===== config.mk =====
export PLATFORM = sky130hd
export DESIGN_NAME = digit_to_bin
export DESIGN_NICKNAME = d
export VERILOG_FILES = /design/src/rtl/calc_pkg.sv /design/src/rtl/digit_check.sv /design/src/rtl/digit_to_bin.sv
export SDC_FILE = /design/constraint.sdc
export NUM_CORES = 1
export LEC_CHECK = 0
export ABC_AREA = 1
export BUFFER_PORTS_ARGS = -buffer_cell sky130_fd_sc_hd__buf_2
export CORE_ASPECT_RATIO = 0.7
export CORE_MARGIN = 2
export CORE_UTILIZATION = 60
export DETAILED_ROUTE_END_ITERATION = 7
export GPL_ROUTABILITY_DRIVEN = 0
export GPL_TIMING_DRIVEN = 0
export PLACE_DENSITY_LB_ADDON = 0.2
export SYNTH_ARGS = -nofsm -noshare
export SYNTH_HDL_FRONTEND = slang
export SYNTH_HIERARCHICAL = 1
export SYNTH_SLANG_ARGS = --single-unit
export TNS_END_PERCENT = 10

===== constraint.sdc =====
create_clock -name clk -period 5.8 [get_ports clk]
set_clock_uncertainty 0.05 [all_clocks]
set_input_delay 0.58 -clock clk [delete_from_list [all_inputs] [get_ports clk]]
set_output_delay 0.58 -clock clk [all_outputs]
set_load 0.1 [all_outputs]

===== src/rtl/calc_pkg.sv =====
// Shared calculator datapath constants and the digit converter state encoding.
package calc_pkg;

  localparam int unsigned MAX_DIGITS       = 6;
  localparam int unsigned CNT_W            = 4;
  localparam int unsigned BYTE_W           = 8;
  localparam int unsigned IDX_W            = $clog2(MAX_DIGITS + 1);
  localparam int unsigned DIGIT_BASE_DEC   = 0;
  localparam int unsigned DIGIT_BASE_ASCII = 48;

  typedef enum logic [1:0] {
    ST_IDLE = 2'd0,
    ST_CONV = 2'd1,
    ST_DONE = 2'd2
  } state_t;

endpackage


===== src/rtl/digit_check.sv =====
// Classifies one entry byte as a decimal digit and extracts its value.
module digit_check
  import calc_pkg::*;
#(
  parameter int unsigned DIGIT_BASE = DIGIT_BASE_DEC
) (
  input  logic [BYTE_W-1:0] byte_in,
  output logic              is_digit_c,
  output logic [3:0]        value_c
);

  logic [BYTE_W:0] diff;

  // A borrow out of the subtraction means the byte sits below the digit base.
  always_comb begin
    diff       = {1'b0, byte_in} - (BYTE_W + 1)'(DIGIT_BASE);
    is_digit_c = !diff[BYTE_W] && (diff[BYTE_W-1:0] <= BYTE_W'(9));
    value_c    = diff[3:0];
  end

endmodule


===== src/rtl/digit_to_bin.sv =====
// Folds the snapshotted digit entries into an unsigned binary operand,
// one digit per clock, oldest digit first.
module digit_to_bin
  import calc_pkg::*;
#(
  parameter int unsigned DIGIT_BASE = DIGIT_BASE_DEC,
  parameter int unsigned OUT_W      = 20
) (
  input  logic              clk,
  input  logic              rst,
  input  logic              start,
  input  logic [CNT_W-1:0]  count,
  input  logic [BYTE_W-1:0] din0,
  input  logic [BYTE_W-1:0] din1,
  input  logic [BYTE_W-1:0] din2,
  input  logic [BYTE_W-1:0] din3,
  input  logic [BYTE_W-1:0] din4,
  input  logic [BYTE_W-1:0] din5,
  output logic              busy,
  output logic              done,
  output logic [OUT_W-1:0]  value,
  output logic              err,
  output logic              trunc
);

  state_t                               state;
  logic [MAX_DIGITS-1:0][BYTE_W-1:0]    snap;
  logic [OUT_W-1:0]                     acc;
  logic [IDX_W-1:0]                     idx;
  logic                                 err_n;
  logic                                 trunc_n;

  logic [IDX_W-1:0]  start_idx;
  logic [IDX_W-1:0]  cur_idx;
  logic [BYTE_W-1:0] cur_byte;
  logic              cur_ok;
  logic [3:0]        cur_val;

  always_comb begin
    start_idx = (count > CNT_W'(MAX_DIGITS)) ? IDX_W'(MAX_DIGITS) : IDX_W'(count);
    cur_idx   = idx - IDX_W'(1);
    cur_byte  = snap[cur_idx];
  end

  digit_check #(
    .DIGIT_BASE (DIGIT_BASE)
  ) u_digit_check (
    .byte_in    (cur_byte),
    .is_digit_c (cur_ok),
    .value_c    (cur_val)
  );

  always_ff @(posedge clk or posedge rst) begin
    if (rst) begin
      state   <= ST_IDLE;
      snap    <= '0;
      acc     <= '0;
      idx     <= '0;
      err_n   <= 1'b0;
      trunc_n <= 1'b0;
      busy    <= 1'b0;
      done    <= 1'b0;
      value   <= '0;
      err     <= 1'b0;
      trunc   <= 1'b0;
    end else begin
      done <= 1'b0;
      case (state)
        ST_IDLE: begin
          if (start) begin
            snap    <= {din5, din4, din3, din2, din1, din0};
            acc     <= '0;
            idx     <= start_idx;
            trunc_n <= (count > CNT_W'(MAX_DIGITS));
            err_n   <= 1'b0;
            busy    <= 1'b1;
            state   <= (start_idx == '0) ? ST_DONE : ST_CONV;
          end
        end
        ST_CONV: begin
          // A non-digit aborts the fold; the operand reads back as zero.
          if (!cur_ok) begin
            err_n <= 1'b1;
            acc   <= '0;
            state <= ST_DONE;
          end else begin
            acc <= (acc << 3) + (acc << 1) + OUT_W'(cur_val);
            idx <= cur_idx;
            if (cur_idx == '0) state <= ST_DONE;
          end
        end
        ST_DONE: begin
          value <= acc;
          err   <= err_n;
          trunc <= trunc_n;
          done  <= 1'b1;
          busy  <= 1'b0;
          state <= ST_IDLE;
        end
        default: begin
          busy  <= 1'b0;
          state <= ST_IDLE;
        end
      endcase
    end
  end

endmodule


==> flow_summary.toml <==
[timing]
worst_slew_pin_slew_ps = 590.8
slew_headroom_pct = 60.62
fin_crit_ps = 4740
fin_crit_sh_pct = 81.73
slew_violations = 0
hold_viol = 0
setup_tns_ps = 0
timing.fmax_ghz = 0.2110
setup_viol = 0
rsz0062_at_grt = "no"
layout_setup_ws_ps = 1060

[synthesis]
synth_cells = 692
ys_types = 35
synth.most_common_cell = "nand2_1"
async_flop_share_pct = 100.0
ys_top_cells_by_area = "dfrtp_1 (45%), nand2_1 (19%), ha_1 (8.3%)"
synth.avg_cell_area_sq_um = 7.878
seq_area_frac_synth_pct = 45.44
synth-edff-count = 0
yosys-top-cells-count = "nand2_1 (271), dfrtp_1 (99), inv_1 (55)"
synth_top_cell_by_area = "dfrtp_1"
synth-seq-cells = 99
synth_area_sq_um = 5451
synth_ff_type = "dfrtp_1"
ys_warn_count = 6
syn_nets = 785
synth_top_area_share_pct = 45.44

[die]
die_y_um = 83.75
initial_core_util_pct = 60.83
core_area_sq_um = 8962
die_w_um = 117.9
io_pins = 79
dieArea_sq_um = 9877
rows = 29

[pwr]
power_density_nw_per_um2 = 515.9
peakVddDrop_v = 0.0003167
p_leak_nw = 3.610

[global_routing]
globalRouteOverflowTotal = 0
grt_start_max_net_pins = 72
first_global_vias = 4760
grt_usage_pct = 29.09
antenna_found_initial = 0
grt_first_pass_wirelength_um = 22940

[cts]
insertion_delay_ps = 340
ctsHoldBuffers = 0
cts_tree = "done"
cts.sinks = 99
path_clk_slew_ps = 70
cts_buffers = 9
clock_path_buffers = 2
htree_levels = 3
cts_setup_buffers = 0
cts_resized = 0
ctsRootBufferMaster = "clkbuf_16"

[critical_path]
crit_type = "flop to flop"
crit_required_ps = 5990
crit_arrival_ps = 4930
cp-start-kind = "flop"
path_max_fanout = 10
end_kind = "flop"

[finish]
drive_gt1_share_pct = 15.52
insertedDiodeCount = 0
areaGrowthSynthToFinish_pct = 15.74
final_nets = 875
utilization_pct = 70.40

[route]
num_vias = 4912
drcViolationCount = 0
avgRoutedWirePerCell_um = 14.85
wirelength_um = 13520
dr.pass1.iters = 5
viasPerCell = 5.398
dr.first_iter.drc_count = 394
postRouteAntennaNets = 0

[run_status]
status = "finished, final reports clean"

[placement]
pre_cts_ws_ps = 1251
port_buffers = 78
dp.final_hpwl_um = 9930

[worst_hold_path]
hp-class = "primary input to asynchronous set/reset pin"

[run]
cap_violations = 0
[worst paths after layout]
check	start	to	slack [ps]	cells past startpoint
max in group asynchronous	rst	done$_DFF_PP0_	4840	3
worst max-delay path	idx[0]$_DFFE_PP0P_	acc[16]$_DFFE_PP0P_	1060	23
min in group clk	din4[4]	snap[36]$_DFFE_PP0P_	380	3
worst min register to register	value[12]$_DFFE_PP0P_	value[12]$_DFFE_PP0P_	420	2
worst min-delay path	rst	snap[1]$_DFFE_PP0P_	190	2
worst max register to register	idx[0]$_DFFE_PP0P_	acc[16]$_DFFE_PP0P_	1060	23
[metrics by stage]
| stage | hold slack [ps] | power, mW | cells | area (sq um) |
|---|---|---|---|---|
| finish | 185.2 | 3.255 | 910 | 6310 |
| CTS | 192.4 | 3.240 | 910 | 6310 |
| floorplan | 392.2 | 2.258 | 692 | 5451 |
| global placement | 410.1 | 2.591 | 894 | 5997 |
| global route | 208.2 | 3.475 | 910 | 6310 |
| detailed placement | 410.8 | 2.640 | 895 | 6027 |
[worst max-delay path: stages, from the launching register on]
cell      delay (ps)
dfrtp_1          350
buf_2            170
clkinv_1         290
buf_2            310
ha_1             300
buf_2            210
clkbuf_1         400
o21ai_0          170
o32ai_1          140
inv_1             90
o22ai_1          170
buf_4            140
inv_1             40
fa_1             470
inv_1             70
fa_1             470
nand3_1          100
nand2_1          100
nand3_1           90
nand2_1          130
nand2_1          130
nand3_1           80
nand3_1          110
nand2_1           50
[flip-flops by register name, summed over array words and instances, names as in the netlist, 2 cells and up]
register and flops:
acc 20, idx 3, value 20, state 2, snap 48
[cells by family after synthesis]
family | Yosys count | synth area share [%]
compound gates | 95 | 9.984
xor+xnor | 4 | 0.6428
fa+ha+maj | 38 | 8.997
buf+inv | 86 | 6.794
flops | 99 | 45.44
mux | 8 | 1.469
simple gates | 362 | 26.67
[placed cells by master (no fill, tap or decap), drive strengths merged]
cell type,count
buf,98
o32ai,8
bufinv,1
mux2i,8
and2,2
o21ai,48
o22ai,13
nand3,22
xnor2,1
a21oi,21
nand2,273
inv,59
clkinv,5
clkbuf,17
o21bai,2
nor3,4
nand3b,5
dfrtp,99
fa,2
ha,36
nor2,56
a21o,1
a31oi,2
xor2,3
[metal layers]
metal	up-vias	GRT usage (%)	routed length, um	part of all wire [%]
met5	-	0	0	0
li1	2390	-	-	-
met2	200	42.81	5717	42
met1	2303	43.87	6497	48
met3	19	6.762	1112	8.2
met4	0	6.791	189	1.4
[where the power goes]
group          switching, mW  internal [mW]
Clock                  0.258          0.332
Combinational           1.11          0.497
Sequential             0.139          0.922
Total                   1.50           1.75
[final cells by class]
class                           count  area (sq um)
Clock inverter                      5         53.80
Timing Repair Buffer               79         417.9
Clock buffer                       10         229.0
Buffer                             26         142.6
Inverter                           60         230.2
Tap cell                          124         155.1
Fill cell                         744          2653
Sequential cell                    99          2477
Multi-Input combinational cell    507          2604
(Power assumes the default switching activity.)
